**config.mk**
```make
export PLATFORM = sky130hd
export DESIGN_NAME = time_set_ctrl
export DESIGN_NICKNAME = d
export VERILOG_FILES = /design/src/rtl/time_set_ctrl.sv
export SDC_FILE = /design/constraint.sdc
export NUM_CORES = 1
export LEC_CHECK = 0
export CORE_ASPECT_RATIO = 0.75
export CORE_MARGIN = 2
export CORE_UTILIZATION = 50
export DETAILED_ROUTE_END_ITERATION = 10
export GPL_TIMING_DRIVEN = 0
export PLACE_DENSITY_LB_ADDON = 0.25
export SETUP_SLACK_MARGIN = 0.15
export SLEW_MARGIN = 15
export SYNTH_ARGS = -nofsm -noshare
export SYNTH_HDL_FRONTEND = slang
export SYNTH_SLANG_ARGS = --single-unit
```
**constraint.sdc**
```tcl
create_clock -name clk -period 2.2 [get_ports clk]
set_input_delay 0.22 -clock clk [delete_from_list [all_inputs] [get_ports clk]]
set_output_delay 0.22 -clock clk [all_outputs]
set_load 0.005 [all_outputs]
```
**src/rtl/time_set_ctrl.sv**
```systemverilog
// rtl/time_set_ctrl.sv - HH:MM:SS timekeeping and keypad time-set controller
//
// Counts time in RUN. In SET_H/SET_M/SET_S the selected field is adjusted
// by key_inc/key_dec, and the display receives a blink strobe for that field.
//
// Ports:
//   clk, rst                  clock, synchronous active-high reset
//   key_sel_h/m/s             pulse: enter SET_H / SET_M / SET_S
//   key_inc, key_dec          pulse: adjust the selected field (ignored in RUN)
//   key_run                   pulse: return to RUN, prescaler restarts
//   key_preset                pulse: load INIT_* time and return to RUN
//   hou, min, sec             current time
//   sel                       {h,m,s} one-hot selected field, 000 in RUN
//   stop_clk                  1 while in any set state
//   blink                     blank strobe for the selected field, 0 in RUN
//   tick_1hz                  one-cycle pulse with each counted second
module time_set_ctrl #(
  parameter int CLK_HZ    = 50_000_000,
  parameter int BLINK_DIV = 12_500_000,
  parameter int INIT_HOU  = 12,
  parameter int INIT_MIN  = 46,
  parameter int INIT_SEC  = 57
) (
  input  logic       clk,
  input  logic       rst,
  input  logic       key_sel_h,
  input  logic       key_sel_m,
  input  logic       key_sel_s,
  input  logic       key_inc,
  input  logic       key_dec,
  input  logic       key_run,
  input  logic       key_preset,
  output logic [5:0] hou,
  output logic [5:0] min,
  output logic [5:0] sec,
  output logic [2:0] sel,
  output logic       stop_clk,
  output logic       blink,
  output logic       tick_1hz
);

  localparam int PW = (CLK_HZ > 1) ? $clog2(CLK_HZ) : 1;
  localparam int BW = (BLINK_DIV > 1) ? $clog2(BLINK_DIV) : 1;
  localparam logic [PW-1:0] PRE_TC = PW'(CLK_HZ - 1);
  localparam logic [BW-1:0] BLK_TC = BW'(BLINK_DIV - 1);

  typedef enum logic [1:0] {RUN, SET_H, SET_M, SET_S} state_t;

  state_t        state, state_nxt;
  logic          state_key;
  logic          adj_up, adj_dn;
  logic [2:0]    sel_nxt;
  logic [PW-1:0] presc;
  logic [BW-1:0] bcnt;

  function automatic logic [5:0] inc_wrap(input logic [5:0] v, input logic [5:0] maxv);
    return (v == maxv) ? 6'd0 : v + 6'd1;
  endfunction

  function automatic logic [5:0] dec_wrap(input logic [5:0] v, input logic [5:0] maxv);
    return (v == 6'd0) ? maxv : v - 6'd1;
  endfunction

  always_ff @(posedge clk) begin
    if (rst) state <= RUN;
    else     state <= state_nxt;
  end

  // Any state-changing key consumes the cycle: inc/dec and the tick are dropped.
  always_comb begin
    state_nxt = state;
    state_key = 1'b0;
    sel_nxt   = 3'b000;
    if (key_preset || key_run) begin
      state_nxt = RUN;
      state_key = 1'b1;
    end else if (key_sel_h) begin
      state_nxt = SET_H;
      state_key = 1'b1;
    end else if (key_sel_m) begin
      state_nxt = SET_M;
      state_key = 1'b1;
    end else if (key_sel_s) begin
      state_nxt = SET_S;
      state_key = 1'b1;
    end
    adj_up = (state != RUN) && !state_key && key_inc && !key_dec;
    adj_dn = (state != RUN) && !state_key && key_dec && !key_inc;
    case (state_nxt)
      SET_H:   sel_nxt = 3'b100;
      SET_M:   sel_nxt = 3'b010;
      SET_S:   sel_nxt = 3'b001;
      default: sel_nxt = 3'b000;
    endcase
  end

  always_ff @(posedge clk) begin
    if (rst) begin
      hou      <= 6'(INIT_HOU);
      min      <= 6'(INIT_MIN);
      sec      <= 6'(INIT_SEC);
      presc    <= '0;
      tick_1hz <= 1'b0;
      sel      <= 3'b000;
      stop_clk <= 1'b0;
    end else begin
      sel      <= sel_nxt;
      stop_clk <= (state_nxt != RUN);
      tick_1hz <= 1'b0;
      if (key_preset) begin
        hou   <= 6'(INIT_HOU);
        min   <= 6'(INIT_MIN);
        sec   <= 6'(INIT_SEC);
        presc <= '0;
      end else if (state_key) begin
        presc <= '0;
      end else if (state == RUN) begin
        if (presc == PRE_TC) begin
          presc    <= '0;
          tick_1hz <= 1'b1;
          sec      <= inc_wrap(sec, 6'd59);
          if (sec == 6'd59) begin
            min <= inc_wrap(min, 6'd59);
            if (min == 6'd59) hou <= inc_wrap(hou, 6'd23);
          end
        end else begin
          presc <= presc + PW'(1);
        end
      end else begin
        presc <= '0;
        if (adj_up || adj_dn) begin
          case (state)
            SET_H:   hou <= adj_up ? inc_wrap(hou, 6'd23) : dec_wrap(hou, 6'd23);
            SET_M:   min <= adj_up ? inc_wrap(min, 6'd59) : dec_wrap(min, 6'd59);
            SET_S:   sec <= adj_up ? inc_wrap(sec, 6'd59) : dec_wrap(sec, 6'd59);
            default: ;
          endcase
        end
      end
    end
  end

  // Blink phase restarts (visible) each time a field is selected.
  always_ff @(posedge clk) begin
    if (rst) begin
      blink <= 1'b0;
      bcnt  <= '0;
    end else if (state_nxt == RUN) begin
      blink <= 1'b0;
      bcnt  <= '0;
    end else if (state_key) begin
      blink <= 1'b1;
      bcnt  <= '0;
    end else if (bcnt == BLK_TC) begin
      blink <= ~blink;
      bcnt  <= '0;
    end else begin
      bcnt <= bcnt + BW'(1);
    end
  end

endmodule

```
==> out/summary.txt, run 1 <==
Tmin final: 2.199 ns
Routed wire length: 10.10 mm
WS Path Type: register to register
Worst Hold Class: register to register
Largest area contributor in the netlist: dfxtp_1
Final worst path period share: 99.97%
Tot Pwr: 2.650 mW
Outcome: finished clean
Fmax achieved: 454.7 MHz
CTS tree: yes
PwrDens: 504.1 nW/um^2
Placed instance area: 4569 sq um
RSZ-0062 raised after global routing: true
First-pass GRT wire length: 15.93 mm
Primary FF master, synth: dfxtp_1
Crit path DAT: 2.46 ns
Num CTS Buffers: 9
Effective utilization at floorplan: 51.71%
H-tree depth: 3
Vias: 3877
Nets: 590
DIE AREA: 8935 sq um
Iter 0 DRT Violations: 242
Routed length per instance: 14.94 microns
VDD IR max: 0.0003849 V
Initial antenna violation count: 0
Syn Nets: 526
Pin count of the biggest net entering global routing: 13
Area delta synth->final: 28.39%
Post-DR vias/cell: 5.735
Register area share after synthesis: 37.16%
Fin. Hold Viols: 0
Drt drc: 0
Root Buffer: clkbuf_8
Count leader, synth: nor2_1
HPWL after DPL: 6.864 mm
Pins Over Slew Limit: 0
Final Setup Violations: 0
Area contributors post-synth: dfxtp_1, nor2_1, xor2_1
Seq cells post-synth: 76
Post-synth cell types: 58
Number of global-route vias before repair: 3390
CP required: 2.46 ns
Post-Syn Area per Cell: 8.139 sq um
Yosys warnings: 0
Sink Count: 76
Layout Skew: 0.01229 ns
GRT overflow: 0
Routability cong.: 0.9068
Slew Limit Headroom: 40.99%
Top cells by count, synth: nor2_1, dfxtp_1, nand2_1, nand3_1, xor2_1
Post-synth top area share: 37.16%
# hold bufs at CTS: 0
Async S/R FF share, synth: 0%
Synthesized instance count: 503
Skew-Pair Late Insertion Delay: 0.36 ns
Clk buf depth: 2
Final core occ: 66.39%
Pleak: 1.811 nW
PortBufs: 32
Row cnt: 28
Number of synthesized flops with an enable pin: 0
Design area: 5256 sq um
Cell Area, Synth: 4094 sq um
Critical Path Start Type: register
Worst slack at placement: -0.4426 ns
Share of layout cells above drive strength 1: 18.04%
Final worst slack: 0.0007252 ns
Minimum hold slack: 0.4375 ns
Core ar.: 7918 sq um
Crit. End Element: register
GRT Util Overall: 22.75%
CP Max Fanout: 5
Clock transition at path regs: 0.08 ns
Max cap viols: 0
Drt pass-1 iters: 5
Antenna diodes: 0
I/O Pins: 33
Width of the die: 108.5 microns
Post-DRT Antenna Nets: 0
Fill count: 662
Die height: 82.37 microns
Worst Tran Pin Value: 0.8820 ns
path summary, 6_finish.rpt:
kind | from | end | slack [ns] | depth (start not counted)
hold reg to reg | presc[0]$_SDFF_PP0_ | presc[0]$_SDFF_PP0_ | 0.44 | 1
hold / removal | presc[0]$_SDFF_PP0_ | presc[0]$_SDFF_PP0_ | 0.44 | 1
setup / recovery | presc[7]$_SDFF_PP0_ | sec[0]$_SDFFE_PP1P_ | 0.0007 | 7
setup reg to reg | presc[7]$_SDFF_PP0_ | sec[0]$_SDFFE_PP1P_ | 0.0007 | 7
critical path: stages, from the launching register on:
cell	delay, ns
dfxtp_4	0.35
nor4b_2	0.26
nand4b_1	0.12
or4_4	0.56
a211oi_4	0.29
buf_6	0.17
o21ai_2	0.05
a221o_1	0.30
cell type report:
class,instances,area (sq um),share of cell area (%)
flip-flops and latches,76,1535,29.21
repair buffers,53,485.5,9.236
plain buffers,25,197.7,3.761
clock buffers,10,127.6,2.428
clock inverters,5,77.57,1.476
multi-input cells,382,2626,49.96
well taps,105,131.4,2.499
inverters,20,75.07,1.428
what timing repair did:
item | 4_1_cts | 5_1_grt
setup buffers | 9 | 11
pin swaps | 4 | 4
gates resized for setup | 37 | 57
gates cloned | 1 | 0
endpoints found under the setup margin | 60 | 64
per-layer routing:
| metal | share of wire (%) | track usage, % | vias to the layer above |
|---|---|---|---|
| met1 | 46 | 31.17 | 1825 |
| met3 | 6.6 | 5.887 | 15 |
| met4 | 1.3 | 6.667 | 0 |
| met2 | 46 | 35.44 | 138 |
| met5 | 0 | 0 | - |
| li1 | - | - | 1899 |
report_power, final:
group | total [mW] | internal, mW | switching (mW)
Clock | 1.15 | 0.629 | 0.522
Sequential | 1.38 | 1.38 | 0.00275
Combinational | 0.118 | 0.0537 | 0.0642
Total | 2.65 | 2.06 | 0.589
stage by stage:
| stage | instances | setup TNS (ns) |
|---|---|---|
| floorplan | 503 | 0 |
| global placement | 640 | -10.59 |
| detailed placement | 640 | -13.39 |
| CTS | 665 | -0.01070 |
| global route | 676 | -0.1187 |
| finish | 676 | 0 |
registers in the layout (all words and copies together), names as in the netlist:
signal / flops
tick_1hz: 1
bcnt: 24
min: 6
sec: 6
blink: 1
stop_clk: 1
hou: 6
presc: 26
state: 2
sel: 3
cells in the final DEF, fill, tap and decap left out, types with 6 or more instances in the layout:
cell type / Yosys / layout
nor2_1: 83 / 83
dfxtp_1: 76 / 67
nand2_1: 37 / 36
clkdlybuf4s50_1: 0 / 32
xor2_1: 30 / 30
nand3_1: 31 / 29
xnor2_1: 23 / 23
buf_4: 0 / 22
inv_1: 20 / 20
o21ai_0: 15 / 14
a21oi_1: 15 / 14
nand4_1: 14 / 14
nor3_1: 16 / 11
ha_1: 14 / 11
clkbuf_2: 0 / 10
and3_1: 9 / 9
clkbuf_8: 0 / 9
dfxtp_2: 0 / 8
o211ai_1: 6 / 6
cell families (layout without fill, tap and decap cells):
family / after synthesis / after routing / synth area share (%)
simple gates: 236 / 236 / 28.88
compound gates: 76 / 76 / 12.87
flops: 76 / 76 / 37.16
xor+xnor: 53 / 53 / 11.34
buf+inv: 45 / 113 / 4.401
fa+ha+maj: 14 / 14 / 4.279
mux: 3 / 3 / 1.070
(Power assumes the default switching activity.)
==> run 2: changes to the inputs <==
- TNS_END_PERCENT: unset -> 20
==> out/summary.txt, run 2 (same netlist as run 1, synthesis figures left out) <==
Worst Tran Pin Value: 0.7169 ns (was 0.8820 ns)
Crit-path max cell delay: 0.46 ns (was 0.56 ns)
Top Registers: presc: 26 flops, bcnt: 24 flops (unchanged)
Critical path depth: 7 (unchanged)
Pin count of the biggest net entering global routing: 13 (unchanged)
Area delta synth->final: 27.17% (was 28.39%)
Failing checks: negative setup slack
Outcome: complete, but fails checks (was finished clean)
Tmin final: 2.205 ns (was 2.199 ns)
Share of layout cells above drive strength 1: 16.70% (was 18.04%)
Die height: 82.37 microns (unchanged)
Vias: 3806 (was 3877)
Crit path cell chain: nand3_1 -> or2_4 -> or4_4 -> a211oi_4 -> buf_6 -> o21ai_2 -> a221o_1 (was nor4b_2 -> nand4b_1 -> or4_4 -> a211oi_4 -> buf_6 -> o21ai_2 -> a221o_1)
Root Buffer: clkbuf_8 (unchanged)
Worst slack at placement: -0.4426 ns (unchanged)
HPWL after DPL: 6.864 mm (unchanged)
Final worst slack: -0.005130 ns (was 0.0007252 ns)
CP delay by family, top: simple AND/OR/NAND/NOR gates (unchanged)
GRT overflow: 0 (unchanged)
Effective utilization at floorplan: 51.71% (unchanged)
PwrDens: 508.9 nW/um^2 (was 504.1 nW/um^2)
Pins Over Slew Limit: 0 (unchanged)
Most frequent cells in the layout: nor2_1, dfxtp_1, nand2_1 (unchanged)
Most common cell after layout, fill and taps aside: nor2_1 (unchanged)
VDD IR max: 0.0003912 V (was 0.0003849 V)
H-tree depth: 3 (unchanged)
Hold path depth: 4 (was 1)
Number of global-route vias before repair: 3354 (was 3390)
Fin. Hold Viols: 0 (unchanged)
Iter 0 DRT Violations: 237 (was 242)
Sink Count: 76 (unchanged)
Layout Skew: 0.01379 ns (was 0.01229 ns)
Num CTS Buffers: 9 (unchanged)
Antenna diodes: 0 (unchanged)
Slew Limit Headroom: 52.03% (was 40.99%)
RSZ-0062 raised after global routing: true (unchanged)
Width of the die: 108.5 microns (unchanged)
Routability cong.: 0.9068 (unchanged)
I/O Pins: 33 (unchanged)
Max reg flops: 26 (unchanged)
Pleak: 1.791 nW (was 1.811 nW)
Final Setup Violations: 1 (was 0)
Final core occ: 65.76% (was 66.39%)
Routed wire length: 10.14 mm (was 10.10 mm)
Fmax achieved: 453.5 MHz (was 454.7 MHz)
First-pass GRT wire length: 15.73 mm (was 15.93 mm)
Routed length per instance: 15.18 microns (was 14.94 microns)
Worst Hold Class: primary input to register (was register to register)
Critical Path Start Type: register (unchanged)
CP bufs+invs: 1 (unchanged)
R2R depth: 7 (unchanged)
Nets: 582 (was 590)
Post-DRT Antenna Nets: 0 (unchanged)
Clk buf depth: 2 (unchanged)
CP required: 2.46 ns (about the same)
Final worst path period share: 100.2% (was 99.97%)
Max cap viols: 0 (unchanged)
WS Path Type: register to register (unchanged)
Core ar.: 7918 sq um (unchanged)
PortBufs: 32 (unchanged)
Initial antenna violation count: 0 (unchanged)
GRT Util Overall: 22.46% (was 22.75%)
Slowest-stage cell, CP: or4_4 (unchanged)
Clock transition at path regs: 0.09 ns (was 0.08 ns)
Most flop-heavy register: presc (unchanged)
Drt pass-1 iters: 4 (was 5)
CTS tree: yes (unchanged)
Row cnt: 28 (unchanged)
Minimum hold slack: 0.4199 ns (was 0.4375 ns)
Post-DR vias/cell: 5.698 (was 5.735)
Drt drc: 0 (unchanged)
CP Max Fanout: 5 (unchanged)
Crit. End Element: register (unchanged)
Crit path DAT: 2.47 ns (was 2.46 ns)
DIE AREA: 8935 sq um (unchanged)
Skew-Pair Late Insertion Delay: 0.37 ns (was 0.36 ns)
# hold bufs at CTS: 0 (unchanged)
-- run 2: cell types whose count changed in the layout (fill, tap and decap cells not counted), sizes merged --
cell / delta
buf: -3
clkbuf: -5
clkdlybuf4s50: -1
dlymetal6s2s: +1
-- run 2: worst register-to-register path: cells and delay by family (launching register included) --
kind            cells  cell delay, ns
simple gates        3            0.91
compound gates      3            0.64
flops               1            0.38
buf+inv             1            0.17
-- run 2: cell type report --
cell class | count | area (sq um)
Tap cell | 105 | 131.4
Buffer | 25 | 196.4
Timing Repair Buffer | 45 | 424.2
Sequential cell | 76 | 1534
Fill cell | 673 | 2711
Clock buffer | 10 | 127.6
Clock inverter | 5 | 77.57
Inverter | 20 | 75.07
Multi-Input combinational cell | 382 | 2640
-- run 2: metal layers --
layer | share of wire [%] | routed length, microns | up-vias | global-route usage, %
met5 | 0 | 0 | - | 0
met4 | 1.0 | 105 | 0 | 6.538
met3 | 4.8 | 489 | 13 | 6.122
met2 | 47 | 4751 | 97 | 34.88
met1 | 47 | 4793 | 1813 | 30.69
li1 | - | - | 1883 | -
-- run 2: path summary, 6_finish.rpt --
kind / from / endpoint / slack, ns
setup / recovery: presc[14]$_SDFF_PP0_ / sec[0]$_SDFFE_PP1P_ / -0.005
setup reg to reg: presc[14]$_SDFF_PP0_ / sec[0]$_SDFFE_PP1P_ / -0.005
hold reg to reg: presc[0]$_SDFF_PP0_ / presc[0]$_SDFF_PP0_ / 0.44
hold / removal: key_preset / state[0]$_SDFF_PP0_ / 0.42
-- run 2: repair_timing --
item | in CTS | in global routing
buffers inserted | 4 | 8
gates resized for setup | 31 | 78
gates cloned | 1 | 0
pin swaps | 3 | 8
endpoints found under the setup margin | 60 | 60
hold endpoints to repair | 0 | 0
-- run 2: where the power goes --
| part | switching [mW] | internal, mW | total (mW) |
|---|---|---|---|
| logic | 0.0647 | 0.0538 | 0.119 |
| registers | 0.00287 | 1.38 | 1.38 |
| clock network | 0.522 | 0.629 | 1.15 |
| total | 0.589 | 2.06 | 2.65 |
-- run 2: metrics by stage --
stage	setup TNS [ns]	cells	instance area [sq um]	power, mW
floorplan	0	503	4118	1.462
global placement	-10.59	640	4569	1.504
detailed placement	-13.39	640	4569	1.506
CTS	-0.01530	660	4928	2.648
global route	-0.2318	668	5206	2.738
finish	-0.005130	668	5206	2.650
==> run 3: changes to the inputs <==
- SLEW_MARGIN: 15 -> 20
==> results of run 3 <==
The final DEF is identical to that of run 2; final timing and power are the same.
